==> src/rtl/block_hit_scanner_pkg.sv <==
// Shared types and constants for the block hit scanner: pixel layout, widths, scanner states.
`default_nettype none

package block_hit_scanner_pkg;

  localparam int PIXEL_W = 9;
  localparam int COORD_W = 8;
  localparam int SCORE_W = 9;
  localparam int NUM_PIX = 16;

  localparam int R_MSB = 8;
  localparam int G_MSB = 5;
  localparam int B_MSB = 2;

  typedef enum logic [2:0] {
    IDLE    = 3'd0,
    ISSUE   = 3'd1,
    WAIT    = 3'd2,
    SCORE   = 3'd3,
    PUSH    = 3'd4,
    ADVANCE = 3'd5
  } scan_state_t;

  // R+G+B of one RGB333 pixel; 7+7+7 = 21 fits in 5 bits.
  function automatic logic [4:0] pixel_intensity(input logic [PIXEL_W-1:0] p);
    return {2'b00, p[R_MSB -: 3]} + {2'b00, p[G_MSB -: 3]} + {2'b00, p[B_MSB -: 3]};
  endfunction

endpackage

`default_nettype wire

==> src/rtl/block_hit_scanner_hit_fifo.sv <==
// First-word fall-through FIFO holding hit coordinates; a push into a full FIFO succeeds only alongside a pop.
`default_nettype none

module hit_fifo #(
  parameter int DEPTH  = 8,
  parameter int DATA_W = 16
) (
  input  logic              clk,
  input  logic              rst_n,
  input  logic              push,
  input  logic [DATA_W-1:0] push_data,
  input  logic              pop,
  output logic              push_ok,
  output logic [DATA_W-1:0] head,
  output logic              empty
);

  localparam int AW = $clog2(DEPTH);
  localparam logic [AW:0] DEPTH_C = (AW+1)'(DEPTH);

  logic [DATA_W-1:0] mem [DEPTH];
  logic [AW-1:0]     wr_ptr;
  logic [AW-1:0]     rd_ptr;
  logic [AW:0]       count;
  logic              full;
  logic              pop_ok;

  assign empty   = (count == '0);
  assign full    = (count == DEPTH_C);
  assign pop_ok  = pop && !empty;
  assign push_ok = push && (!full || pop_ok);
  assign head    = empty ? '0 : mem[rd_ptr];

  always_ff @(posedge clk) begin
    if (push_ok) begin
      mem[wr_ptr] <= push_data;
    end
  end

  always_ff @(posedge clk) begin
    if (!rst_n) begin
      wr_ptr <= '0;
      rd_ptr <= '0;
      count  <= '0;
    end else begin
      if (push_ok) begin
        wr_ptr <= wr_ptr + AW'(1);
      end
      if (pop_ok) begin
        rd_ptr <= rd_ptr + AW'(1);
      end
      case ({push_ok, pop_ok})
        2'b10:   count <= count + (AW+1)'(1);
        2'b01:   count <= count - (AW+1)'(1);
        default: count <= count;
      endcase
    end
  end

endmodule

`default_nettype wire

==> src/rtl/block_hit_scanner.sv <==
// Walks the loader over every 4x4 block of the frame, scores each block and queues coordinates of blocks at or above threshold.
`default_nettype none

module block_hit_scanner #(
  parameter int BLOCKS_X   = 80,
  parameter int BLOCKS_Y   = 60,
  parameter int FIFO_DEPTH = 8
) (
  input  logic       clk,
  input  logic       rst_n,
  input  logic       enable,
  input  logic [8:0] threshold,
  output logic       blk_start,
  output logic [7:0] blk_x,
  output logic [7:0] blk_y,
  input  logic       blk_done,
  input  logic [8:0] pixel_0,
  input  logic [8:0] pixel_1,
  input  logic [8:0] pixel_2,
  input  logic [8:0] pixel_3,
  input  logic [8:0] pixel_4,
  input  logic [8:0] pixel_5,
  input  logic [8:0] pixel_6,
  input  logic [8:0] pixel_7,
  input  logic [8:0] pixel_8,
  input  logic [8:0] pixel_9,
  input  logic [8:0] pixel_a,
  input  logic [8:0] pixel_b,
  input  logic [8:0] pixel_c,
  input  logic [8:0] pixel_d,
  input  logic [8:0] pixel_e,
  input  logic [8:0] pixel_f,
  output logic       hit_valid,
  output logic [7:0] hit_x,
  output logic [7:0] hit_y,
  input  logic       hit_ready,
  output logic       frame_done,
  output logic       overflow
);

  import block_hit_scanner_pkg::*;

  localparam logic [COORD_W-1:0] LAST_X = COORD_W'(BLOCKS_X - 1);
  localparam logic [COORD_W-1:0] LAST_Y = COORD_W'(BLOCKS_Y - 1);

  scan_state_t state;
  scan_state_t state_nxt;

  logic [PIXEL_W-1:0]   pix_in [NUM_PIX];
  logic [PIXEL_W-1:0]   pix_q  [NUM_PIX];
  logic [SCORE_W-1:0]   score;
  logic                 hit_q;
  logic                 last_x;
  logic                 last_blk;
  logic                 start_frame;
  logic                 push;
  logic                 push_ok;
  logic                 pop;
  logic                 fifo_empty;
  logic [2*COORD_W-1:0] fifo_head;

  always_comb begin
    pix_in[0]  = pixel_0;
    pix_in[1]  = pixel_1;
    pix_in[2]  = pixel_2;
    pix_in[3]  = pixel_3;
    pix_in[4]  = pixel_4;
    pix_in[5]  = pixel_5;
    pix_in[6]  = pixel_6;
    pix_in[7]  = pixel_7;
    pix_in[8]  = pixel_8;
    pix_in[9]  = pixel_9;
    pix_in[10] = pixel_a;
    pix_in[11] = pixel_b;
    pix_in[12] = pixel_c;
    pix_in[13] = pixel_d;
    pix_in[14] = pixel_e;
    pix_in[15] = pixel_f;
  end

  assign last_x      = (blk_x == LAST_X);
  assign last_blk    = last_x && (blk_y == LAST_Y);
  assign start_frame = enable && ((state == IDLE) || ((state == ADVANCE) && last_blk));
  assign push        = (state == PUSH) && hit_q;
  assign pop         = hit_valid && hit_ready;

  always_ff @(posedge clk) begin
    if (!rst_n) begin
      state <= IDLE;
    end else begin
      state <= state_nxt;
    end
  end

  always_comb begin
    state_nxt = state;
    blk_start = 1'b0;
    case (state)
      IDLE:    if (enable) state_nxt = ISSUE;
      ISSUE: begin
        blk_start = 1'b1;
        state_nxt = WAIT;
      end
      WAIT:    if (blk_done) state_nxt = SCORE;
      SCORE:   state_nxt = PUSH;
      PUSH:    state_nxt = ADVANCE;
      ADVANCE: state_nxt = (last_blk && !enable) ? IDLE : ISSUE;
      default: state_nxt = IDLE;
    endcase
  end

  // Pixels are only guaranteed on the done cycle, so they are captured here and scored next cycle.
  always_ff @(posedge clk) begin
    if (state == WAIT && blk_done) begin
      for (int i = 0; i < NUM_PIX; i++) begin
        pix_q[i] <= pix_in[i];
      end
    end
  end

  always_comb begin
    score = '0;
    for (int i = 0; i < NUM_PIX; i++) begin
      score = score + SCORE_W'(pixel_intensity(pix_q[i]));
    end
  end

  always_ff @(posedge clk) begin
    if (!rst_n) begin
      blk_x      <= '0;
      blk_y      <= '0;
      hit_q      <= 1'b0;
      frame_done <= 1'b0;
      overflow   <= 1'b0;
    end else begin
      frame_done <= (state == ADVANCE) && last_blk;
      if (start_frame) begin
        overflow <= 1'b0;
      end else if (push && !push_ok) begin
        overflow <= 1'b1;
      end
      if (state == SCORE) begin
        hit_q <= (score >= threshold);
      end
      if (state == IDLE && enable) begin
        blk_x <= '0;
        blk_y <= '0;
      end else if (state == ADVANCE) begin
        if (last_x) begin
          blk_x <= '0;
          blk_y <= (blk_y == LAST_Y) ? '0 : blk_y + COORD_W'(1);
        end else begin
          blk_x <= blk_x + COORD_W'(1);
        end
      end
    end
  end

  hit_fifo #(
    .DEPTH  (FIFO_DEPTH),
    .DATA_W (2*COORD_W)
  ) u_fifo (
    .clk       (clk),
    .rst_n     (rst_n),
    .push      (push),
    .push_data ({blk_x, blk_y}),
    .pop       (pop),
    .push_ok   (push_ok),
    .head      (fifo_head),
    .empty     (fifo_empty)
  );

  assign hit_valid = !fifo_empty;
  assign hit_x     = fifo_head[2*COORD_W-1:COORD_W];
  assign hit_y     = fifo_head[COORD_W-1:0];

endmodule

`default_nettype wire

==> config.mk <==
export PLATFORM = sky130hd
export DESIGN_NAME = block_hit_scanner
export DESIGN_NICKNAME = d
export VERILOG_FILES = /design/src/rtl/block_hit_scanner_pkg.sv /design/src/rtl/block_hit_scanner_hit_fifo.sv /design/src/rtl/block_hit_scanner.sv
export SDC_FILE = /design/constraint.sdc
export NUM_CORES = 1
export LEC_CHECK = 0
export ABC_AREA = 0
export BUFFER_PORTS_ARGS = -buffer_cell sky130_fd_sc_hd__buf_2
export CORE_ASPECT_RATIO = 1.1
export CORE_MARGIN = 8
export CORE_UTILIZATION = 49
export CTS_CLUSTER_DIAMETER = 120
export DETAILED_ROUTE_END_ITERATION = 10
export GPL_ROUTABILITY_DRIVEN = 0
export PLACE_DENSITY = 0.69
export SETUP_SLACK_MARGIN = 0.1
export SLEW_MARGIN = 20
export SYNTH_ARGS = -nofsm -noshare
export SYNTH_HDL_FRONTEND = slang
export SYNTH_SLANG_ARGS = --single-unit
==> constraint.sdc <==
create_clock -name clk -period 15.7 [get_ports clk]
set_input_delay 2.355 -clock clk [delete_from_list [all_inputs] [get_ports clk]]
set_output_delay 2.355 -clock clk [all_outputs]
set_load 0.01 [all_outputs]
==> results.cfg <==
[synthesis]
synth_compound_area_frac = 0.0220
synth_top_area_share = 0.528
synthTopCellsByCount = 272 x edfxtp_1, 220 x inv_1, 143 x fa_1
syn_nets = 1349
yosysMostFrequentCell = edfxtp_1
syn_area_mm2 = 0.0155
synth_cells = 998
ys_seq_area_frac = 0.574
synthFlopType = edfxtp_1
synth_seq_cells = 307
synth_xor_area_frac = 0.0130
synthAdderAreaFrac = 0.226
avgSynthCellArea_um2 = 15.5
synth.area.top_cells = edfxtp_1 53%, fa_1 19%, inv_1 5.3%
synth_top_family_by_area = adder cells
synth_area_leader_cell = edfxtp_1
synth_edf_count = 272
synth_cell_type_count = 55
synthMuxAreaShare = 0.0609
synthArstFlopShare = 0
yosys_warnings = 0
synth-simple-area-share = 0.0457

[timing]
relSlewSlack = 0.261
finClkSkew_ps = 11.1
fin_crit_sh = 0.469
tightest_slew_ps = 1110
finalCriticalPeriod_ps = 7360
hold_violations = 0
rsz0062_at_grt = false
maxSlewViolCount = 0
setup_viol = 0
tns_ps = 0
clock.fmax_mhz = 136

[grt]
grt_pass1_vias = 8786
grt_pass1_wl_um = 45400
antenna_found_initial = 5
grt_max_degree = 92
gr-total-overflow = 0
grt.total_usage = 0.154

[routing]
wl_met3_um = 1660
top_layer_used = met5
drt_iter0_drc = 356
vias = 7933
wl_per_cell_um = 17.1
drc = 0
ant_nets = 0
vias_per_cell = 4.80
wl_met2_um = 14700
drt_first_pass_iters = 4
met1_length_um = 11300
wl_um = 28200

[place]
hpwlAfterDp_um = 20900
numPortBuffers = 193
placed_area_mm2 = 0.0169

[clock_network]
cts_tree = yes
htreeDepth = 1
cts_buffers = 30
clkSinkCount = 307
hold_buffers = 0
cts_max_path_buffers = 3
clk_pin_slew_ps = 60
cts_resized = 0
insertion_delay_ps = 540
postCtsSetupRepairBufs = 0
cts_root_buffer = clkbuf_16

[critical_path]
path_max_fanout = 3
arrival_ps = 7790
slowest_stage = fa_1
crit_chain = fa_1 > fa_1 > inv_1 > fa_1 > inv_1 > fa_1 > fa_1 > fa_1 > fa_1 > fa_1 > inv_1 > fa_1 > inv_1 > ha_1 > a21oi_1 > o211ai_1 > o41ai_1 > xnor2_1 > ha_1 > a21oi_1 > o2111ai_1 > o221a_2
endpoint_kind = flop
required_ps = 16130
crit_path_frequent_cell = fa_1
cpPeakStageDelay_ps = 550
crit_type = reg2reg
startpoint_type = flop

[outcome]
status = completed

[floorplan]
core-area_mm2 = 0.0312
die_x_um = 185
die_h_um = 202
placementRows = 68
start_util = 0.495
io_pins = 194
die_area_mm2 = 0.0375

[finish]
final_area_mm2 = 0.0180
area_growth_pct = 16.4
drive_above_1_share = 0.246
fin_nets = 1557
fillers = 2486

[run]
drv_cap = 0

[worst_hold_path]
min_path_type = reg2reg
sequential cells by signal, indices dropped and copies added, names as in the netlist, named ones only:
register       flops
u_fifo.mem       128
state              3
blk_x              8
u_fifo.wr_ptr      3
blk_y              8
u_fifo.rd_ptr      3
u_fifo.count       4
overflow           1
hit_q              1
frame_done         1
pix_q            144
cell type report:
class | instances | area, um^2 | area share
Sequential cell | 307 | 8870 | 0.493
Multi-Input combinational cell | 451 | 5730 | 0.318
Timing Repair Buffer | 196 | 992 | 0.0551
Clock buffer | 40 | 840 | 0.0466
Inverter | 220 | 826 | 0.0459
Tap cell | 420 | 526 | 0.0292
Clock inverter | 16 | 213 | 0.0118
Antenna cell | 2 | 5.00 | 0.000278
path summary, 6_finish.rpt:
check	endpoint	cells past startpoint	from	slack, ps
worst max register to register	hit_q$_SDFFE_PN0N_	22	pix_q[1][71]$_DFFE_PP_	8340
worst max-delay path	hit_q$_SDFFE_PN0N_	22	pix_q[1][71]$_DFFE_PP_	8340
worst min-delay path	flop	2	u_fifo.rd_ptr[1]$_SDFFE_PN0P_	510
worst min register to register	flop	2	u_fifo.rd_ptr[1]$_SDFFE_PN0P_	510
placed cells by master, fill, tap and decap left out, types with 3 or more instances in the layout:
| cell | instances |
|---|---|
| nor2_2 | 5 |
| clkbuf_8 | 3 |
| and2_1 | 6 |
| nand4_1 | 6 |
| o211ai_1 | 5 |
| a21o_1 | 3 |
| or2_2 | 5 |
| nand2_1 | 19 |
| clkbuf_1 | 6 |
| mux2i_1 | 22 |
| nor2b_1 | 5 |
| clkinv_1 | 4 |
| o2111ai_1 | 3 |
| dfxtp_1 | 33 |
| nor3_1 | 8 |
| bufinv_16 | 5 |
| xor2_1 | 6 |
| nor3b_1 | 3 |
| nand2b_1 | 7 |
| mux4_2 | 32 |
| xnor2_1 | 17 |
| inv_1 | 220 |
| nand3_1 | 9 |
| clkinv_2 | 3 |
| fa_1 | 143 |
| clkbuf_16 | 31 |
| nor2_1 | 37 |
| or3_2 | 4 |
| ha_1 | 50 |
| edfxtp_1 | 272 |
| o21ai_0 | 8 |
| buf_2 | 193 |
| a21oi_1 | 12 |
critical path, delay by kind of cell (launching register included):
| family | cells | cell delay [ps] |
|---|---|---|
| AO/OA/AOI/OAI | 6 | 1220 |
| XOR/XNOR | 1 | 170 |
| adder cells (fa/ha/maj) | 11 | 5230 |
| buffers and inverters | 4 | 210 |
| flip-flops | 1 | 400 |
cell families after synthesis:
family,Yosys count
adders and majority gates,193
xor gates and xnor gates,23
buffers and inverters,240
muxes,54
and+or+nand+nor,132
DFF,307
AOI/OAI and AO/OA,49
stage by stage:
| step | setup WS, ps | utilization | cells | hold slack, ps |
|---|---|---|---|---|
| 2_1_floorplan | 2760 | - | 998 | 467 |
| 3_3_place_gp | 8440 | 0.542 | 1594 | 486 |
| 3_5_place_dp | 8350 | 0.542 | 1594 | 503 |
| 4_1_cts | 8310 | 0.576 | 1650 | 515 |
| 5_1_grt | 7920 | 0.577 | 1652 | 570 |
| 6_report | 8340 | 0.577 | 1652 | 514 |
layer usage:
| layer | global-route usage | vias up |
|---|---|---|
| met5 | 0 | - |
| met4 | 0.0343 | 6 |
| met3 | 0.0329 | 42 |
| met2 | 0.273 | 192 |
| met1 | 0.192 | 3908 |
| li1 | - | 3785 |
Power is left out: the tool's default activity adds up to more than one toggle a clock period on the data nets, which glitch-free logic cannot reach.
